### src/rtl/uart_transmit.sv
// UART transmitter: start bit, 8 data bits LSB first, optional parity, 1 or 2 stop bits.
// Self-contained baud divider; one byte per accepted request.
module uart_transmit #(
  parameter int BAUD_DIV  = 434,
  parameter int PARITY    = 0,
  parameter int STOP_BITS = 1
) (
  input  logic       clk,
  input  logic       rst_n,
  input  logic       tx_valid,
  input  logic [7:0] tx_data,
  output logic       tx_ready,
  output logic       tx_busy,
  output logic       tx_done,
  output logic       uart_dout
);

  localparam int CNT_W = $clog2(BAUD_DIV);
  localparam logic [CNT_W-1:0] CNT_LAST  = CNT_W'(BAUD_DIV - 1);
  localparam logic [CNT_W-1:0] CNT_EARLY = CNT_W'(BAUD_DIV - 2);
  localparam logic [2:0]       STOP_LAST = 3'(STOP_BITS - 1);

  localparam logic [2:0] S_IDLE   = 3'd0;
  localparam logic [2:0] S_START  = 3'd1;
  localparam logic [2:0] S_DATA   = 3'd2;
  localparam logic [2:0] S_PARITY = 3'd3;
  localparam logic [2:0] S_STOP   = 3'd4;

  logic [2:0]       state;
  logic [CNT_W-1:0] baud_cnt;
  logic [2:0]       bit_idx;
  logic [7:0]       shift_reg;
  logic             parity_bit;
  logic             done_q;
  logic             dout_q;

  // The final stop-bit cycle is spent in IDLE with the line still high, so a request
  // accepted in the tx_done cycle starts its start bit with no idle gap.
  always_ff @(posedge clk or negedge rst_n) begin
    if (!rst_n) begin
      state      <= S_IDLE;
      baud_cnt   <= '0;
      bit_idx    <= '0;
      shift_reg  <= '0;
      parity_bit <= 1'b0;
      done_q     <= 1'b0;
      dout_q     <= 1'b1;
    end else begin
      done_q <= 1'b0;
      case (state)
        S_IDLE: begin
          if (tx_valid) begin
            shift_reg <= tx_data;
            if (PARITY != 0)
              parity_bit <= (PARITY == 1) ? ~^tx_data : ^tx_data;
            state    <= S_START;
            dout_q   <= 1'b0;
            baud_cnt <= '0;
            bit_idx  <= '0;
          end
        end
        S_START: begin
          if (baud_cnt == CNT_LAST) begin
            baud_cnt  <= '0;
            bit_idx   <= '0;
            state     <= S_DATA;
            dout_q    <= shift_reg[0];
            shift_reg <= {1'b0, shift_reg[7:1]};
          end else begin
            baud_cnt <= baud_cnt + 1'b1;
          end
        end
        S_DATA: begin
          if (baud_cnt == CNT_LAST) begin
            baud_cnt <= '0;
            if (bit_idx == 3'd7) begin
              bit_idx <= '0;
              if (PARITY != 0) begin
                state  <= S_PARITY;
                dout_q <= parity_bit;
              end else begin
                state  <= S_STOP;
                dout_q <= 1'b1;
              end
            end else begin
              bit_idx   <= bit_idx + 3'd1;
              dout_q    <= shift_reg[0];
              shift_reg <= {1'b0, shift_reg[7:1]};
            end
          end else begin
            baud_cnt <= baud_cnt + 1'b1;
          end
        end
        S_PARITY: begin
          if (baud_cnt == CNT_LAST) begin
            baud_cnt <= '0;
            bit_idx  <= '0;
            state    <= S_STOP;
            dout_q   <= 1'b1;
          end else begin
            baud_cnt <= baud_cnt + 1'b1;
          end
        end
        S_STOP: begin
          if (bit_idx == STOP_LAST && baud_cnt == CNT_EARLY) begin
            state    <= S_IDLE;
            baud_cnt <= '0;
            bit_idx  <= '0;
            done_q   <= 1'b1;
          end else if (baud_cnt == CNT_LAST) begin
            baud_cnt <= '0;
            bit_idx  <= bit_idx + 3'd1;
          end else begin
            baud_cnt <= baud_cnt + 1'b1;
          end
        end
        default: begin
          state  <= S_IDLE;
          dout_q <= 1'b1;
        end
      endcase
    end
  end

  assign tx_ready  = (state == S_IDLE);
  assign tx_busy   = ~tx_ready;
  assign tx_done   = done_q;
  assign uart_dout = dout_q;

endmodule
### config.mk
export PLATFORM = sky130hd
export DESIGN_NAME = uart_transmit
export DESIGN_NICKNAME = d
export VERILOG_FILES = /design/src/rtl/uart_transmit.sv
export SDC_FILE = /design/constraint.sdc
export NUM_CORES = 1
export LEC_CHECK = 0
export CAP_MARGIN = 10
export CORE_MARGIN = 5
export CORE_UTILIZATION = 58
export DETAILED_ROUTE_END_ITERATION = 10
export MAX_ROUTING_LAYER = met4
export PLACE_DENSITY = 0.81
export SLEW_MARGIN = 20
export SYNTH_ARGS = -nofsm -noshare
export SYNTH_HDL_FRONTEND = slang
export SYNTH_SLANG_ARGS = --single-unit
export TNS_END_PERCENT = 100
### constraint.sdc
create_clock -name clk -period 4.3 [get_ports clk]
set_input_delay 0.645 -clock clk [delete_from_list [all_inputs] [get_ports clk]]
set_output_delay 0.645 -clock clk [all_outputs]
set_load 0.02 [all_outputs]
==> results.md, run 1 <==
- Minimum clock period: between 2 and 3 ns
- Ant. Diodes: 0
- Tcrit/Tclk final: 0.623
- CTS tree: built
- Post-Layout Cell Count: around 180
- Number of synthesized flops with an enable pin: 0
- CORE AREA: 0.00250 sq mm
- Largest net degree at the start of global routing: 26
- Routed Antenna Nets: 0
- DR vias: about 1100
- Crit path capture type: primary output
- Flip-flop count of the largest register after layout: 9
- Die width: 61.4 microns
- Io pins: 15
- Leakage: between 0.7 and 0.8 nW
- CTS sink count: 25
- Yosys warnings: 0
- Mapped Area: 0.00153 sq mm
- Post-Route WL: approximately 3000 microns
- Global-route wire length before repair: around 4900 microns
- Status: finished clean
- Main synth FF type: dfrtp_1
- Fill cells: roughly 190
- Syn_area_per_cell: roughly 11 sq um
- Setup violations, final: 0
- Crit Path Max Fanout: 9
- Max-cap violations: 0
- Grt ovf: 0
- R2r setup slk: 1.97 ns
- Hold WC Path Type: in -> async
- Post_cts resized: 0
- Inst Count DP: ~180
- P&R area growth vs syn: 10.2%
- Pins Over Slew Limit: 0
- H-tree levels: 1
- Crit Reg-Reg Endpoint: shift_reg[1]$_DFFE_PN0P_
- Initial antenna violation count: 0
- Vias in the first global route: 1100
- DR WL/cell: approximately 16 microns
- Setup repair bufs after CTS: 0
- Netlist cell types: 44
- Mapped Cells: 140
- Reg2Reg Launch Point: state[2]$_DFFE_PN0P_
- Worst Skew: 0.0104 ns
- Sum of negative setup slack: 0 ns
- Die area: 0.00377 sq mm
- Initial Utilization: 0.613
- Final core utilization: 0.675
- Gr usage total: 0.185
- Max Fclk: between 300 and 400 MHz
- CP Class: reg -> out
- Worst-path clk slew: approximately 0.13 ns
- Startpoint Class: flop
- Clock Latency Late Sink: ~0.32 ns
- Synth Register Bits: 25
- Sequential-to-total area share from yosys stat: 0.409
- RSZ-0062 raised after global routing: false
- Drt pass-1 iters: 4
- Fraction of registers with async set/reset: 1.00
- Fin worst setup slack: between 1.5 and 2 ns
- Clock Path Buffers: 2
- DR vias/cell: roughly 6.1
- HPWL after DPL: between 2000 and 2500 microns
- Cts hold-fix bufs: 0
- Clk root buf: clkbuf_4
- Worst IR Drop VDD: around 0.35 mV
- Area after DPL: roughly 0.0017 sq mm
- Finished Cell Area: approximately 0.0017 sq mm
- Port buffer count: 14
- Place WS: roughly 1.8 ns
- Power Density: about 410 mW/mm^2
- Gpl congestion: roughly 0.84
- Standard-cell row count: 18
- CTS Buf Count: 3
- DRC: 0
- Hold Vio Cnt, Final: 0
- Die H: roughly 61 microns
- Layout cells sized above 1: 0.217
- Slew @ Worst Pin: 0.636 ns
- Arrival time at the worst endpoint: around 2.0 ns
- Final #Nets: between 150 and 200
- Syn Nets: around 160
- DR iter-0 viols: between 40 and 50
- Max-Slew Margin vs Limit: 0.565
- Cell count of the worst reg-to-reg path: 4
- WP data required: approximately 3.7 ns
==> worst max-delay path by stage <==
stage / from / to / depth (start not counted)
floorplan: baud_cnt[3]$_DFFE_PN0P_ / shift_reg[0]$_DFFE_PN0P_ / 5
global placement: tx_valid / bit_idx[2]$_DFFE_PN0P_ / 5
detailed placement: baud_cnt[0]$_DFFE_PN0P_ / bit_idx[2]$_DFFE_PN0P_ / 6
CTS: state[1]$_DFFE_PN0P_ / tx_ready / 4
global route: state[0]$_DFFE_PN0P_ / tx_ready / 4
finish: state[1]$_DFFE_PN0P_ / tx_ready / 4
==> Yosys cell counts (2+ instances only) <==
library cell,number,area (sq um)
and4b_1,3,30.0
dfrtp_1,24,601
and3_2,2,15.0
ha_1,6,75.1
mux2_2,17,191
clkbuf_1,2,7.51
nand3b_1,5,37.5
and2_1,2,12.5
inv_1,8,30.0
xor2_1,2,17.5
o21ai_0,5,25.0
o22ai_1,2,12.5
nand2_1,4,15.0
nor2_1,4,15.0
nand4_1,3,18.8
a31oi_1,12,75.1
nand3_1,4,20.0
nor3_1,3,15.0
buf_6,4,45.0
mux2i_1,3,30.0
a21oi_1,2,10.0
==> worst max-delay path, stage by stage (launching register included) <==
cell,delay [ns]
dfrtp_1,0.51
nor2_2,0.40
nand2_1,0.14
inv_1,0.07
clkdlybuf4s50_1,0.59
==> routing by layer <==
| metal | routed length, microns | vias to the layer above | GRT usage | share of wire |
|---|---|---|---|---|
| met5 | 0 | - | - | 0 |
| met4 | 63 | 0 | 0.0970 | 0.021 |
| met3 | 120 | 5 | 0.0314 | 0.040 |
| met2 | 1380 | 17 | 0.302 | 0.46 |
| met1 | 1430 | 545 | 0.218 | 0.48 |
| li1 | - | 545 | - | - |
==> where the power goes <==
part / internal, mW / total (mW) / switching [mW]
logic: 0.121 / 0.225 / 0.104
registers: 0.302 / 0.364 / 0.0619
clock network: 0.0364 / 0.105 / 0.0682
total: 0.459 / 0.693 / 0.234
==> stage by stage <==
stage | power, mW | hold WS (ns)
floorplan | 0.530 | 0.349
global placement | 0.574 | 0.483
detailed placement | 0.592 | 0.496
finish | 0.693 | 0.287
CTS | 0.698 | 0.518
global route | 0.745 | 0.327
==> cells by family after synthesis <==
| logic type | after synthesis | share of synthesized area |
|---|---|---|
| adder cells (fa/ha/maj) | 6 | 0.0490 |
| buffers and inverters | 15 | 0.0572 |
| XOR/XNOR | 3 | 0.0172 |
| multiplexers | 20 | 0.145 |
| flip-flops | 25 | 0.409 |
| AO/OA/AOI/OAI | 30 | 0.139 |
| AND/OR/NAND/NOR | 41 | 0.184 |
==> cells in the final DEF, fill, tap and decap left out, types with 2 or more instances in the layout <==
cell type         n
and2_1            2
nor2_1            4
clkbuf_4          3
nand4_1           3
mux2i_1           3
mux2_2           17
dfrtp_1          24
xor2_1            2
o21ai_0           5
nand3b_1          5
ha_1              6
nand3_1           4
a31oi_1          12
inv_1             8
o22ai_1           2
and3_2            2
clkdlybuf4s50_1  13
nor3_1            3
nand2_1           4
and4b_1           3
a21oi_1           2
==> area by class of cell <==
cell class                 instances  area [sq um]  area share
tap                               30          37.5      0.0222
multi-input combinational        100           825       0.489
timing repair buffer              15           143      0.0845
sequential                        25           627       0.371
clock buffer                       4          26.3      0.0156
inverter                           8          30.0      0.0178
Note: power is estimated with default switching activity, not from simulation.
==> run 2, diff against run 1 <==
--- a/config.mk
+++ b/config.mk
@@ -7,10 +7,10 @@
 export LEC_CHECK = 0
 export CAP_MARGIN = 10
 export CORE_MARGIN = 5
-export CORE_UTILIZATION = 58
+export CORE_UTILIZATION = 56
 export DETAILED_ROUTE_END_ITERATION = 10
 export MAX_ROUTING_LAYER = met4
-export PLACE_DENSITY = 0.81
+export PLACE_DENSITY = 0.78
 export SLEW_MARGIN = 20
 export SYNTH_ARGS = -nofsm -noshare
 export SYNTH_HDL_FRONTEND = slang
==> constraint.sdc (replaced) <==
create_clock -name clk -period 2.6 [get_ports clk]
set_input_delay 0.39 -clock clk [delete_from_list [all_inputs] [get_ports clk]]
set_output_delay 0.39 -clock clk [all_outputs]
set_load 0.02 [all_outputs]
==> results.md, run 2 (same netlist as run 1, synthesis figures left out) <==
- Status: finished clean
- Post-Layout Cell Count: 186 (+2.2%)
- Worst-path clk slew: 0.13 ns (about the same)
- Layout cells sized above 1: 0.226 (+0.00870)
- P&R area growth vs syn: 11.7%
- Die area: 0.00388 sq mm (+3.0%)
- CP cell instances: nor2_2, nand2_1, inv_1, clkdlybuf4s50_1
- Arrival time at the worst endpoint: 1.98 ns (-0.05 ns)
- NetSw: 0.386 mW (+64%)
- Io pins: 15 (unchanged)
- Tot Pwr: 1.15 mW (+65%)
- Initial Utilization: 0.570 (-0.0425)
- Die H: 62.3 microns (+1.5%)
- Slowest cell on crit path: clkdlybuf4s50_1
- Ant. Diodes: 0 (unchanged)
- Commonest non-fill, non-tap cell in the layout: dfrtp_1
- CTS Buf Count: 3 (unchanged)
- H-tree levels: 1 (unchanged)
- Drt pass-1 iters: 5 (+1)
- Max Fclk: around 420 MHz
- Sw frac: 0.336 (-0.00178)
- Post-Route WL: 2900 microns (-3.2%)
- Gr usage total: 0.170 (-0.0155)
- Crit path capture type: primary output
- Gpl congestion: 0.846 (+1.1%)
- Clk root buf: clkbuf_4
- Leakage: 0.770 nW (+2.1%)
- Tcrit/Tclk final: 0.911
- Standard-cell row count: 19 (+1)
- DR vias/cell: 6.15 (+0.58%)
- Pins Over Slew Limit: 0 (unchanged)
- Fill cells: 215 (+15%)
- CP top delay family: buffers and inverters
- Setup violations, final: 0 (unchanged)
- Port buffer count: 14 (unchanged)
- Final #Nets: 173 (+1.8%)
- Clock Latency Late Sink: 0.31 ns (about the same)
- Inst Count DP: 182 (+2.8%)
- Max-Slew Margin vs Limit: 0.607 (+0.0423)
- Startpoint Class: flop
- Flip-flop count of the largest register after layout: 9 (unchanged)
- WP data required: 2.21 ns (-1.44 ns)
- Slew @ Worst Pin: 0.573 ns (-0.0634 ns)
- Hold WC Path Type: in -> async
- DR WL/cell: 15.6 microns (-5.3%)
- Setup repair bufs after CTS: 0 (unchanged)
- Die width: 62.3 microns (+1.5%)
- DRC: 0 (unchanged)
- HPWL after DPL: 2190 microns (+2.4%)
- Commonest non-fill, non-tap cells in the layout: dfrtp_1, mux2_2, clkdlybuf4s50_1
- Sum of negative setup slack: 0 ns (unchanged)
- CORE AREA: 0.00269 sq mm (+7.5%)
- Grt ovf: 0 (unchanged)
- DR vias: 1143 (+2.8%)
- Clock share of power: 0.148 (-0.003)
- Largest net degree at the start of global routing: 26 (unchanged)
- Max-cap violations: 0 (unchanged)
- Cts hold-fix bufs: 0 (unchanged)
- P_int: 0.761 mW (+66%)
- CTS tree: built
- Power Density: 670 mW/mm^2 (+63%)
- Vias in the first global route: 1211 (+10%)
- Max incr delay on CP: 0.59 ns (about the same)
- Crit Path Max Fanout: 9 (unchanged)
- Seq pwr share: 0.526 (about the same)
- Clock Path Buffers: 2 (unchanged)
- DR iter-0 viols: 48 (+2.1%)
- CP Class: reg -> out
- CTS sink count: 25 (unchanged)
- Initial antenna violation count: 0 (unchanged)
- Post_cts resized: 0 (unchanged)
- Global-route wire length before repair: 5400 microns (+9.7%)
- Worst path bufs/invs: 2 (unchanged)
- Comb pwr share: 0.326 (about the same)
- Hold Vio Cnt, Final: 0 (unchanged)
- RSZ-0062 raised after global routing: false
- Minimum clock period: 2.37 ns
- Worst Skew: 0.00184 ns (-0.00851 ns)
- Routed Antenna Nets: 0 (unchanged)
- Worst IR Drop VDD: 0.483 mV (+36%)
run 2: power groups by stage:
stage	registers [mW]	logic, mW	clock network (mW)
CTS	0.601	0.379	0.178
global placement	0.602	0.353	0
finish	0.603	0.374	0.170
floorplan	0.577	0.299	0
detailed placement	0.610	0.376	0
global route	0.620	0.425	0.196
run 2: final timing paths:
check | slack [ns] | cells past startpoint | end | startpoint
min | 0.42 | 2 | shift_reg[4]$_DFFE_PN0P_ | rst_n
max in group asynchronous | 1.90 | 2 | uart_dout$_DFFE_PN1P_ | rst_n
max | 0.23 | 4 | tx_ready | state[1]$_DFFE_PN0P_
max reg2reg | 0.42 | 4 | shift_reg[2]$_DFFE_PN0P_ | baud_cnt[3]$_DFFE_PN0P_
min reg2reg | 0.52 | 1 | uart_dout$_DFFE_PN1P_ | uart_dout$_DFFE_PN1P_
min in group clk | 0.52 | 1 | uart_dout$_DFFE_PN1P_ | uart_dout$_DFFE_PN1P_
run 2: worst reg2reg max path: stages (launching register included):
cell and delay, ns:
dfrtp_1 0.46, and4b_1 0.43, nand3_4 0.14, a2111oi_4 0.65, mux2_2 0.40
run 2: routing by layer:
metal | up-vias | wire length [microns] | GRT usage
met3 | 4 | 78 | 0.0216
met2 | 18 | 1470 | 0.277
met1 | 565 | 1300 | 0.210
met4 | 0 | 52 | 0.0743
li1 | 556 | - | -
met5 | - | 0 | -
run 2: layout make-up:
class / instances / area [sq um] / area share
multi-input combinational: 100 / 817 / 0.478
sequential: 25 / 627 / 0.366
timing repair buffer: 18 / 170 / 0.0995
tap: 31 / 38.8 / 0.0227
inverter: 8 / 30.0 / 0.0176
clock buffer: 3 / 22.5 / 0.0132
clock inverter: 1 / 5.00 / 0.00293
run 2: through the flow:
step / hold WS [ns] / setup WS (ns) / utilization / area, sq um
6_report: 0.417 / 0.232 / 0.637 / 1710
5_1_grt: 0.446 / 0.122 / 0.637 / 1710
4_1_cts: 0.422 / 0.218 / 0.637 / 1710
3_5_place_dp: 0.494 / 0.427 / 0.626 / 1680
3_3_place_gp: 0.484 / 0.468 / 0.626 / 1680
2_1_floorplan: 0.0944 / 0.640 / - / 1530
